## config.mk

```make
export PLATFORM = sky130hd
export DESIGN_NAME = tx_gearbox_66_64
export DESIGN_NICKNAME = d
export VERILOG_FILES = /design/src/rtl/pcs_tx_pkg.sv /design/src/rtl/gb_window_select.sv /design/src/rtl/tx_gearbox_66_64.sv
export SDC_FILE = /design/constraint.sdc
export NUM_CORES = 1
export LEC_CHECK = 0
export ABC_AREA = 1
export BUFFER_PORTS_ARGS = -buffer_cell sky130_fd_sc_hd__buf_2
export CAP_MARGIN = 20
export CORE_ASPECT_RATIO = 1.5
export CORE_MARGIN = 5
export CORE_UTILIZATION = 54
export CTS_CLUSTER_DIAMETER = 80
export CTS_CLUSTER_SIZE = 25
export DETAILED_ROUTE_END_ITERATION = 12
export PLACE_DENSITY = 0.78
export SKIP_CTS_REPAIR_TIMING = 1
export SLEW_MARGIN = 25
export SYNTH_ARGS = -nofsm -noshare
export SYNTH_HDL_FRONTEND = slang
export SYNTH_SLANG_ARGS = --single-unit
```

## constraint.sdc

```tcl
create_clock -name CLK -period 2.3 [get_ports CLK]
set_input_delay 0.345 -clock CLK [delete_from_list [all_inputs] [get_ports CLK]]
set_output_delay 0.345 -clock CLK [all_outputs]
set_load 0.1 [all_outputs]
```

## src/rtl/pcs_tx_pkg.sv

```systemverilog
// Shared 10GBASE-R PCS TX definitions: block/word widths, gearbox period and sync headers.
// Imported by the TX gearbox and its window mux.
package pcs_tx_pkg;

  localparam int unsigned BLOCK_W    = 66;
  localparam int unsigned WORD_W     = 64;
  localparam int unsigned HDR_W      = 2;
  localparam int unsigned GB_SEQ_MAX = 32;

  localparam logic [HDR_W-1:0] SYNC_DATA = 2'b01;
  localparam logic [HDR_W-1:0] SYNC_CTRL = 2'b10;

  // Packed so that {data, hdr} puts hdr[0] at bit 0, i.e. first on the wire.
  typedef struct packed {
    logic [WORD_W-1:0] data;
    logic [HDR_W-1:0]  hdr;
  } pcs_block_t;

endpackage

```

## src/rtl/gb_window_select.sv

```systemverilog
// Combinational window builder: places a 66-bit block above the 2*fill_sel valid
// residual bits, giving the 128-bit concatenation the gearbox slices from.
module gb_window_select
  import pcs_tx_pkg::*;
(
  input  logic [BLOCK_W-1:0]  blk,
  input  logic [WORD_W-1:0]   res,
  input  logic [4:0]          fill_sel,
  output logic [2*WORD_W-1:0] cat
);

  logic [5:0]          shamt;
  logic [2*WORD_W-1:0] blk_wide;
  logic [2*WORD_W-1:0] res_mask;

  always_comb begin
    shamt    = {fill_sel, 1'b0};
    blk_wide = {{(2*WORD_W-BLOCK_W){1'b0}}, blk} << shamt;
    // Only the low 2*fill_sel residual bits are meaningful; anything above is masked.
    res_mask = ({{(2*WORD_W-1){1'b0}}, 1'b1} << shamt) - {{(2*WORD_W-1){1'b0}}, 1'b1};
    cat      = blk_wide | ({{WORD_W{1'b0}}, res} & res_mask);
  end

endmodule

```

## src/rtl/tx_gearbox_66_64.sv

```systemverilog
// 66b->64b transmit gearbox: 32 blocks in, 33 words out, pausing upstream on the
// 33rd slot to flush the 64-bit residual. Optional bit-reversed output word.
module tx_gearbox_66_64
  import pcs_tx_pkg::*;
#(
  parameter bit REVERSE = 1'b0
) (
  input  logic              CLK,
  input  logic              rst,
  input  logic [HDR_W-1:0]  hdr_in,
  input  logic [WORD_W-1:0] data_in,
  input  logic              in_valid,
  output logic              in_ready,
  output logic [WORD_W-1:0] out_data,
  output logic              out_valid,
  output logic [5:0]        seq_cnt,
  output logic              underflow
);

  localparam logic [5:0] SEQ_PAUSE = 6'(GB_SEQ_MAX);

  pcs_block_t          blk_s;
  logic [BLOCK_W-1:0]  blk;
  logic [2*WORD_W-1:0] cat;
  logic [WORD_W-1:0]   res;
  logic [WORD_W-1:0]   word_q;
  logic                pause;

  always_comb begin
    blk_s.data = data_in;
    blk_s.hdr  = hdr_in;
    blk        = blk_s;
  end

  assign pause    = (seq_cnt == SEQ_PAUSE);
  assign in_ready = !rst && !pause;

  gb_window_select u_win (
    .blk      (blk),
    .res      (res),
    .fill_sel (seq_cnt[4:0]),
    .cat      (cat)
  );

  always_ff @(posedge CLK) begin
    if (rst) begin
      word_q    <= '0;
      res       <= '0;
      seq_cnt   <= '0;
      out_valid <= 1'b0;
      underflow <= 1'b0;
    end else if (pause) begin
      word_q    <= res;
      res       <= '0;
      seq_cnt   <= '0;
      out_valid <= 1'b1;
      underflow <= 1'b0;
    end else if (in_valid) begin
      word_q    <= cat[WORD_W-1:0];
      res       <= cat[2*WORD_W-1:WORD_W];
      seq_cnt   <= seq_cnt + 6'd1;
      out_valid <= 1'b1;
      underflow <= 1'b0;
    end else begin
      // Starved: hold everything so the stream resumes without a gap in the bit order.
      out_valid <= 1'b0;
      underflow <= 1'b1;
    end
  end

  always_comb begin
    for (int i = 0; i < int'(WORD_W); i++) begin
      out_data[i] = REVERSE ? word_q[int'(WORD_W)-1-i] : word_q[i];
    end
  end

endmodule

```

==> metrics.md <==
| Metric | Value |
|---|---|
| Maximum vdd ir drop | 525 uV |
| RR Endpoint | out_data[34]$_SDFFE_PP0P_ |
| Sequential-to-total area share from yosys stat | 0.258 |
| Worst hold path class | in -> reg |
| Register Area | 2740 um2 |
| Total number of vias | 13.6k |
| Leakage power | 6.35 nW |
| Die ar. | 22500 um2 |
| WHS | 0.372 ns |
| Die width | 124 um |
| Post-route ant nets | 0 |
| DR vias/cell | 6.20 |
| #FFs+latches synth | 136 |
| Slew @ Worst Pin | 0.658 ns |
| Post-DP Area | 12000 um2 |
| Avg WL per Cell | 20.6 um |
| Unique masters post-synth | 45 |
| Clk sinks | 136 |
| Total gr overflow | 0 |
| IO buf count | 141 |
| Pre-antenna DRT Iters | 6 |
| Kind of critical path | reg -> out |
| Layout area overhead | 20.9% |
| CP arrival | 1.91 ns |
| Yosys top cell area share | 0.258 |
| Syn_nets | 1854 |
| Die Height | 181 um |
| Top cells by count, synth | nand2_1 (559), nand3_1 (347), o21ai_0 (137), dfxtp_1 (136), nor2_1 (110) |
| RSZ-0062 raised after global routing | true |
| WP data required | 1.96 ns |
| Global-route wire length before repair | 68.6 mm |
| Hold depth | 3 |
| Crit path max fanout | 8 |
| Largest net degree at the start of global routing | 94 |
| Post-route cell area | 12700 um2 |
| CP max stage delay | 0.38 ns |
| Number of global-route vias before repair | 12.3k |
| Fin crit share | 0.980 |
| Fin Clk Skew | 0.00896 ns |
| Final number of max-transition violations | 0 |
| Io pins | 142 |
| PwrDens | 650 nW/um2 |
| Clock buffer depth | 2 |
| Core area | 19200 um2 |
| Critical path's top delay family | buffers and inverters |
| Main synth FF type | dfxtp_1 |
| Cell Rows | 62 |
| Crit-path cells | inv_4, ha_2, nand3_2, nor2_4, buf_6, nor2_4, buf_12 |
| CTS tree | built |
| Cells after Synth | 1778 |
| Setup violations, final | 0 |
| CTS Root Cell | clkbuf_16 |
| Cell area after synthesis | 10500 um2 |
| Synthesis Warnings | 0 |
| Synth area leader | dfxtp_1 |
| Inserted Clock Buffers | 17 |
| Hold Path End | seq_cnt[1]$_SDFFE_PN0P_ |
| DP HPWL | 35.1 mm |
| FF-to-FF path depth | 14 |
| Starting Density | 0.550 |
| Status | finished, final reports clean |
| Dominant cell by count in the synthesized netlist | nand2_1 |
| Final core utilization | 0.665 |
| Avg Cell Area, Syn | 5.93 um2 |
| # DRC | 0 |
| Fin. Hold Viols | 0 |
| Crit. End Element | primary output |
| Initial antenna violation count | 1 |
| DRT Wirelength | 45.1 mm |
| Clock-pin slew on the worst setup and hold paths | 0.06 ns |
| Max-cap violations | 0 |
| EDFF count, synth | 0 |
| # fillers | 1910 |
| Fmax | 0.444 GHz |
| Fin crit period | 2.25 ns |
| Slowest CP cell | dfxtp_4 |
| Setup_tns | 0 ns |
| Initial DRC Count | 1916 |
| CP dominant cell by count | nor2_4 |
| Ys async rst share | 0 |
| Worst path buffer plus inverter count | 3 |
| Slew margin rel. | 0.557 |
| Multi-input gate area in the final layout | 7050 um2 |
| Gr usage total | 0.396 |
| Worst R2R Setup Slack | 0.07 ns |
| Crit path launch type | flop |
| HP Start | in_valid |
| Ratio of cells with drive above 1 in the final layout | 0.198 |
| Critical R2R Launch | seq_cnt[0]$_SDFFE_PN0P_ |
| Final Wtd Congestion | 1.10 |
| Synth area leaders | dfxtp_1 (26%), nand2_1 (20%), nand3_1 (16%) |
| H-tree levels | 4 |
| Antenna diode count | 0 |
| Total power | 0.00828 W |
| Clk Latency, worst-skew pair | 0.43 ns |
| Final nets | 1995 |
-- layout make-up --
cell class              instances  area share
clock buffers                  19      0.0356
clock inverters                13      0.0124
inverters                      91      0.0282
multi-input cells            1433       0.554
flip-flops and latches        136       0.215
well taps                     256      0.0251
repair buffers                240       0.130
-- cell families (layout without fill, tap and decap cells) --
group                    after synthesis  after routing  synth area share
AND/OR/NAND/NOR                     1109           1109             0.468
XOR/XNOR                               2              2           0.00166
adder cells (fa/ha/maj)                7              7           0.00831
buffers and inverters                209            363            0.0918
multiplexers                           2              2           0.00190
flip-flops                           136            136             0.258
AO/OA/AOI/OAI                        313            313             0.170
-- worst min-delay path: cells and delay by family --
| kind | cells | cell delay [ns] |
|---|---|---|
| compound gates | 1 | 0.17 |
| simple gates | 1 | 0.06 |
| buf+inv | 1 | 0.17 |
-- worst max path at each step --
stage                             from                         to  slack, ns  cells past startpoint
4_1_cts        seq_cnt[0]$_SDFFE_PN0P_  out_data[46]$_SDFFE_PP0P_       -0.1                     15
5_1_grt        seq_cnt[0]$_SDFFE_PN0P_  out_data[46]$_SDFFE_PP0P_      -0.04                     15
3_5_place_dp   seq_cnt[0]$_SDFFE_PN0P_  out_data[46]$_SDFFE_PP0P_      -0.09                     15
6_report       seq_cnt[0]$_SDFFE_PN0P_                   in_ready       0.05                      7
3_3_place_gp   seq_cnt[0]$_SDFFE_PN0P_  out_data[46]$_SDFFE_PP0P_      -0.08                     15
2_1_floorplan  seq_cnt[0]$_SDFFE_PN0P_  out_data[34]$_SDFFE_PP0P_      0.006                     18
-- metrics by stage --
stage | worst slack, ns | cells
5_1_grt | -0.0387 | 2188
6_report | 0.0467 | 2188
4_1_cts | -0.0962 | 2186
2_1_floorplan | 0.00599 | 1778
3_3_place_gp | -0.0796 | 2154
3_5_place_dp | -0.0895 | 2154
-- report_power, final --
group	leakage (nW)	switching, W	internal [W]
Sequential	1.12	0.0000721	0.00247
Clock	0.290	0.00119	0.00169
Combinational	4.95	0.00215	0.000704
-- layout by cell type, fill, tap and decap left out, drive strengths merged, types with 19 or more instances in the layout --
master    n
a21oi    56
a31oi    30
buf     240
clkbuf   19
dfxtp   136
inv      93
nand2   563
nand3   356
nor2    130
o21ai   173
or2      29
-- registers in the layout, summed over array words and instances (netlist names) --
name / flops
res: 64
out_valid: 1
out_data: 64
underflow: 1
seq_cnt: 6
-- layer usage --
layer	up-vias	part of all wire	GRT usage	wire [um]
li1	6275	-	-	-
met1	6185	0.38	0.509	17000
met2	896	0.44	0.603	19900
met3	205	0.11	0.0848	5000
met4	2	0.073	0.232	3280
met5	-	0.00042	0	19
No activity file was read; power rests on OpenSTA's default activity.
